--- src/rtl/dmem_arbiter.sv ---
// dmem_arbiter
//   Shares a single-port data memory between two requesters:
//   m0 (core LSU) and m1 (DMA/debug). One access at a time.
//   Sequence: grant (IDLE) -> access (ACCESS) -> [merge write (RMW_WR)] -> response (RESP).
//
//   Optional feature macro: DMEM_ARB_RMW_EN
//     defined   : partial writes (be != 4'hF) become read-modify-write, adding one cycle.
//     undefined : be is ignored and every write is a full-word write.
//
// Ports
//   clk, rst                        clock (rising edge), async active-low reset
//   mX_req/we/addr/wdata/be         request fields; held by the master until mX_gnt
//   mX_gnt                          one-cycle combinational grant; fields are captured on that edge
//   mX_rvalid/rdata                 one-cycle response; rdata holds its value between responses
//   mem_we/addr/wdata, mem_rdata    memory port (async read, write on clock edge)
module dmem_arbiter #(
  parameter int AW        = 8,
  parameter int PRIO_MODE = 0
) (
  input  logic          clk,
  input  logic          rst,
  input  logic          m0_req,
  input  logic          m0_we,
  input  logic [31:0]   m0_addr,
  input  logic [31:0]   m0_wdata,
  input  logic [3:0]    m0_be,
  output logic          m0_gnt,
  output logic          m0_rvalid,
  output logic [31:0]   m0_rdata,
  input  logic          m1_req,
  input  logic          m1_we,
  input  logic [31:0]   m1_addr,
  input  logic [31:0]   m1_wdata,
  input  logic [3:0]    m1_be,
  output logic          m1_gnt,
  output logic          m1_rvalid,
  output logic [31:0]   m1_rdata,
  output logic          mem_we,
  output logic [AW-1:0] mem_addr,
  output logic [31:0]   mem_wdata,
  input  logic [31:0]   mem_rdata
);

`ifdef DMEM_ARB_RMW_EN
  typedef enum logic [1:0] {IDLE = 2'd0, ACCESS = 2'd1, RESP = 2'd2, RMW_WR = 2'd3} state_t;
`else
  typedef enum logic [1:0] {IDLE = 2'd0, ACCESS = 2'd1, RESP = 2'd2} state_t;
`endif

  state_t      state;
  logic        last_grant;  // 1 = m1 was granted last
  logic        mst_q;       // master owning the current access
  logic        rmw_q;       // current access is a partial write needing a merge cycle
  logic [31:0] rd_q;        // word read during ACCESS

  // Arbitration: only meaningful in IDLE; gnt is suppressed during reset.
  logic        any_req, sel, grant;
  logic        we_in, rmw_in;
  logic [31:0] addr_in, wdata_in;

  always_comb begin
    any_req = m0_req | m1_req;
    if (m0_req && m1_req)
      sel = (PRIO_MODE == 1) ? 1'b0 : ~last_grant;
    else
      sel = m1_req;
  end

  assign grant    = rst & (state == IDLE) & any_req;
  assign m0_gnt   = grant & ~sel;
  assign m1_gnt   = grant &  sel;

  assign we_in    = sel ? m1_we    : m0_we;
  assign addr_in  = sel ? m1_addr  : m0_addr;
  assign wdata_in = sel ? m1_wdata : m0_wdata;

  // Bits outside the word index wrap away by design.
  logic unused_addr;
  assign unused_addr = ^{addr_in[31:AW+2], addr_in[1:0]};

`ifdef DMEM_ARB_RMW_EN
  logic [3:0]  be_in, be_q;
  logic [31:0] merged;
  assign be_in  = sel ? m1_be : m0_be;
  assign rmw_in = we_in & (be_in != 4'hF);
  // mem_wdata still holds the latched write data during ACCESS.
  for (genvar b = 0; b < 4; b++) begin : g_merge
    assign merged[8*b +: 8] = be_q[b] ? mem_wdata[8*b +: 8] : mem_rdata[8*b +: 8];
  end
`else
  logic unused_be;
  assign unused_be = ^{m0_be, m1_be};
  assign rmw_in    = 1'b0;
`endif

  // Response fires leaving ACCESS (plain access) or leaving RMW_WR (merged write).
  // For writes the returned word is always the pre-write contents.
  logic        resp_go;
  logic [31:0] resp_data;
  assign resp_go   = (state == ACCESS) ? ~rmw_q : (state != IDLE && state != RESP);
  assign resp_data = (state == ACCESS) ? mem_rdata : rd_q;

  always_ff @(posedge clk or negedge rst) begin
    if (!rst) begin
      state      <= IDLE;
      last_grant <= 1'b1;
      mst_q      <= 1'b0;
      rmw_q      <= 1'b0;
      rd_q       <= '0;
      mem_we     <= 1'b0;
      mem_addr   <= '0;
      mem_wdata  <= '0;
      m0_rvalid  <= 1'b0;
      m1_rvalid  <= 1'b0;
      m0_rdata   <= '0;
      m1_rdata   <= '0;
`ifdef DMEM_ARB_RMW_EN
      be_q       <= '0;
`endif
    end else begin
      m0_rvalid <= 1'b0;
      m1_rvalid <= 1'b0;
      mem_we    <= 1'b0;

      if (resp_go) begin
        if (mst_q) begin
          m1_rvalid <= 1'b1;
          m1_rdata  <= resp_data;
        end else begin
          m0_rvalid <= 1'b1;
          m0_rdata  <= resp_data;
        end
      end

      case (state)
        IDLE: if (grant) begin
          mst_q      <= sel;
          last_grant <= sel;
          mem_addr   <= addr_in[AW+1:2];
          mem_wdata  <= wdata_in;
          mem_we     <= we_in & ~rmw_in;
          rmw_q      <= rmw_in;
`ifdef DMEM_ARB_RMW_EN
          be_q       <= be_in;
`endif
          state      <= ACCESS;
        end
        ACCESS: begin
          rd_q <= mem_rdata;
`ifdef DMEM_ARB_RMW_EN
          if (rmw_q) begin
            mem_wdata <= merged;
            mem_we    <= 1'b1;
            state     <= RMW_WR;
          end else begin
            state     <= RESP;
          end
`else
          state <= RESP;
`endif
        end
`ifdef DMEM_ARB_RMW_EN
        RMW_WR: state <= RESP;
`endif
        RESP:    state <= IDLE;
        default: state <= IDLE;
      endcase
    end
  end

endmodule

--- config.mk ---
export PLATFORM = sky130hd
export DESIGN_NAME = dmem_arbiter
export DESIGN_NICKNAME = d
export VERILOG_FILES = /design/src/rtl/dmem_arbiter.sv
export SDC_FILE = /design/constraint.sdc
export NUM_CORES = 1
export LEC_CHECK = 0
export CORE_UTILIZATION = 40
export DETAILED_ROUTE_END_ITERATION = 7
export GPL_ROUTABILITY_DRIVEN = 0
export PLACE_DENSITY = 0.78
export SETUP_SLACK_MARGIN = 0.02
export SKIP_LAST_GASP = 1
export SLEW_MARGIN = 20
export SYNTH_ARGS = -nofsm -noshare
export SYNTH_HDL_FRONTEND = slang
export SYNTH_SLANG_ARGS = --single-unit
--- constraint.sdc ---
create_clock -name clk -period 2.2 [get_ports clk]
set_input_delay 0.33 -clock clk [delete_from_list [all_inputs] [get_ports clk]]
set_output_delay 0.33 -clock clk [all_outputs]
set_load 0.01 [all_outputs]
==> out/metrics.cfg <==
[outcome]
outcome = completed

[die]
rows = 43
start_util_pct = 40.9
core-area_sq_um = 13800
ios = 283
dieArea_sq_um = 14600
dieHeight_microns = 121
die_w_microns = 121

[clock_tree]
cts_resized = 3
cts-root-buf = clkbuf_16
ctsLongestPathBuffers = 2
postCtsSetupRepairBufs = 0
clock_latency_ns = 0.41
cts.sinks = 143
htree_num_levels = 4
cts_tree = built
clkSlewWorstSetupHoldPaths_ns = 0.06
cts_buffers = 17
cts_hold_buf = 0

[timing]
period_share_pct = 96.7
fmax_mhz = 470
worst_slew_pin_slew_ns = 0.978
whs_ns = 0.0976
setup_slack_ns = 0.0733
setup_violations = 0
period_minus_slack_ns = 2.13
fin_skew_ns = 0.0154
slew_viol_final = 0
setup-tns-final_ns = 0
rsz0062_at_grt = true
final-hold-violation-count = 0
slew_headroom_pct = 34.8

[placement]
hpwl_microns = 10800
dpl_cell_area_sq_um = 8110
preCtsSetupSlack_ns = 0.00685
io_buffers = 226

[worst_setup_path]
crit_family = simple AND/OR/NAND/NOR gates
slowest_stage = or3b_4
critical_path.cell_chain = or3b_4 -> a211oi_4 -> clkdlybuf4s15_1
timing_worst_setup_path_type = register to primary output
start_kind = register
slowest_delay_ns = 0.46
arrival_ns = 1.80
path_buf_inv = 1
crit_fanout = 4
cp-end-kind = primary output
rr_startpoint = state[0]
crit_required_ns = 1.87
critical_path.startpoint = state[0]

[global_routing]
top_usage_layer = met2
grt_util_met3_pct = 6.46
grt_overflow_total = 0
antenna_found_initial = 0
grt_pass1_wl_microns = 24100
grt_pass1_vias = 4837
met1_usage_pct = 26.1
grt.total_usage_pct = 21.7
use_met2_pct = 36.2
grt_start_max_net_pins = 81

[synthesis]
yosysWarnings = 0
syn_avg_cell_area_sq_um = 11.1
synth_most_common_cell = dfrtp_1
ys_seq_area_share_pct = 63.4
synthDistinctLibCells = 24
synth_fp_nets = 684
synth_area_leader_cell = dfrtp_1
synth-edff-count = 0
synth_ff_type = dfrtp_1
synth.top_cells.by_area = dfrtp_1, a221o_1, mux2i_1
ys_seq_elements = 143
yosysTopAreaCellShare_pct = 62.9
synthesis.area_sq_um = 5650
async_flop_share_pct = 100
synth_commonest_cells = dfrtp_1, nand2_1, nor3_1, a221o_1, inv_1
syn_inst = 510

[finish]
fillers = 1057
syn_to_final_growth_pct = 54.9
nets = 906
antennaDiodeCount = 0
design_area_sq_um = 8750
drive_above_1_share_pct = 7.68
fin_util_pct = 63.3

[drt]
first_pass_iters = 5
totalWireLength_microns = 15200
initialDrtViolationCount = 239
remaining_drc_errors = 0
wl_per_cell_microns = 16.5
ant_nets = 0
routed-via-count = 4669
avgViaCountPerCell = 5.06

[power]
p_leak_nw = 3.82
power_density_nw_per_um2 = 1230
ir_drop_mv = 0.537

[min_path]
hold_class = input port to async pin

[run]
maxCapViolations = 0

[per-layer routing]
layer / part of all wire [%] / up-vias
li1: - / 2187
met1: 41 / 2259
met2: 49 / 198
met3: 7.4 / 25
met4: 2.5 / 0
met5: 0 / -
[cell type report]
type	instances	area (sq um)	area share, %
clock inverters	10	189	2.16
inverters	35	131	1.50
well taps	180	225	2.57
multi-input cells	291	1760	20.1
repair buffers	244	2420	27.7
flip-flops and latches	143	3580	40.9
clock buffers	19	443	5.06
[report_power, final]
| part | total (mW) | internal [mW] | switching [mW] |
|---|---|---|---|
| Sequential | 4.13 | 3.59 | 0.531 |
| Clock | 3.07 | 2.03 | 1.05 |
| Combinational | 3.59 | 2.03 | 1.56 |
[through the flow]
stage / power (mW) / cells
floorplan: 5.52 / 510
global placement: 7.62 / 893
detailed placement: 7.77 / 893
CTS: 10.9 / 922
global route: 11.4 / 922
finish: 10.8 / 922
[layout by cell type, fill, tap and decap left out, drive strengths merged, types with 32 or more instances in the layout]
cell           instances
clkdlybuf4s50        223
dfrtp                142
nand2                 72
nor3                  40
a221o                 40
inv                   35
mux2i                 32
o21ai                 32
nor2                  32
a21oi                 32
[worst reg2reg max path: cells and delay by family (launching register included)]
| kind | cells | cell delay [ns] |
|---|---|---|
| AO/OA/AOI/OAI | 2 | 0.55 |
| flip-flops | 1 | 0.40 |
| buffers and inverters | 1 | 0.46 |
| AND/OR/NAND/NOR | 1 | 0.46 |
[final timing paths]
| check | to | slack (ns) | cells after the start |
|---|---|---|---|
| hold / removal | rd_q[26] | 0.1 | 2 |
| min in group clk | m0_rdata[7] | 0.48 | 2 |
| setup / recovery | m1_gnt | 0.07 | 3 |
| setup reg to reg | mem_wdata[3] | 0.28 | 4 |
| max in group asynchronous | m0_rdata[4] | 0.64 | 3 |
| hold reg to reg | m0_rdata[7] | 0.48 | 2 |
[cell families (layout without fill, tap and decap cells)]
| family | count (synthesis) | after routing | share of synthesized area [%] |
|---|---|---|---|
| and+or+nand+nor | 150 | 150 | 11.2 |
| buffers and inverters | 76 | 308 | 5.87 |
| AOI/OAI and AO/OA | 109 | 109 | 13.9 |
| DFF | 143 | 143 | 63.4 |
| muxes | 32 | 32 | 5.67 |
[registers in the layout, indices dropped and copies added (netlist names), 2 cells and up]
| signal | cells |
|---|---|
| state | 2 |
| rd_q | 32 |
| m0_rdata | 32 |
| m1_rdata | 32 |
| mem_wdata | 32 |
| mem_addr | 8 |
Note: power is estimated with default switching activity, not from simulation.
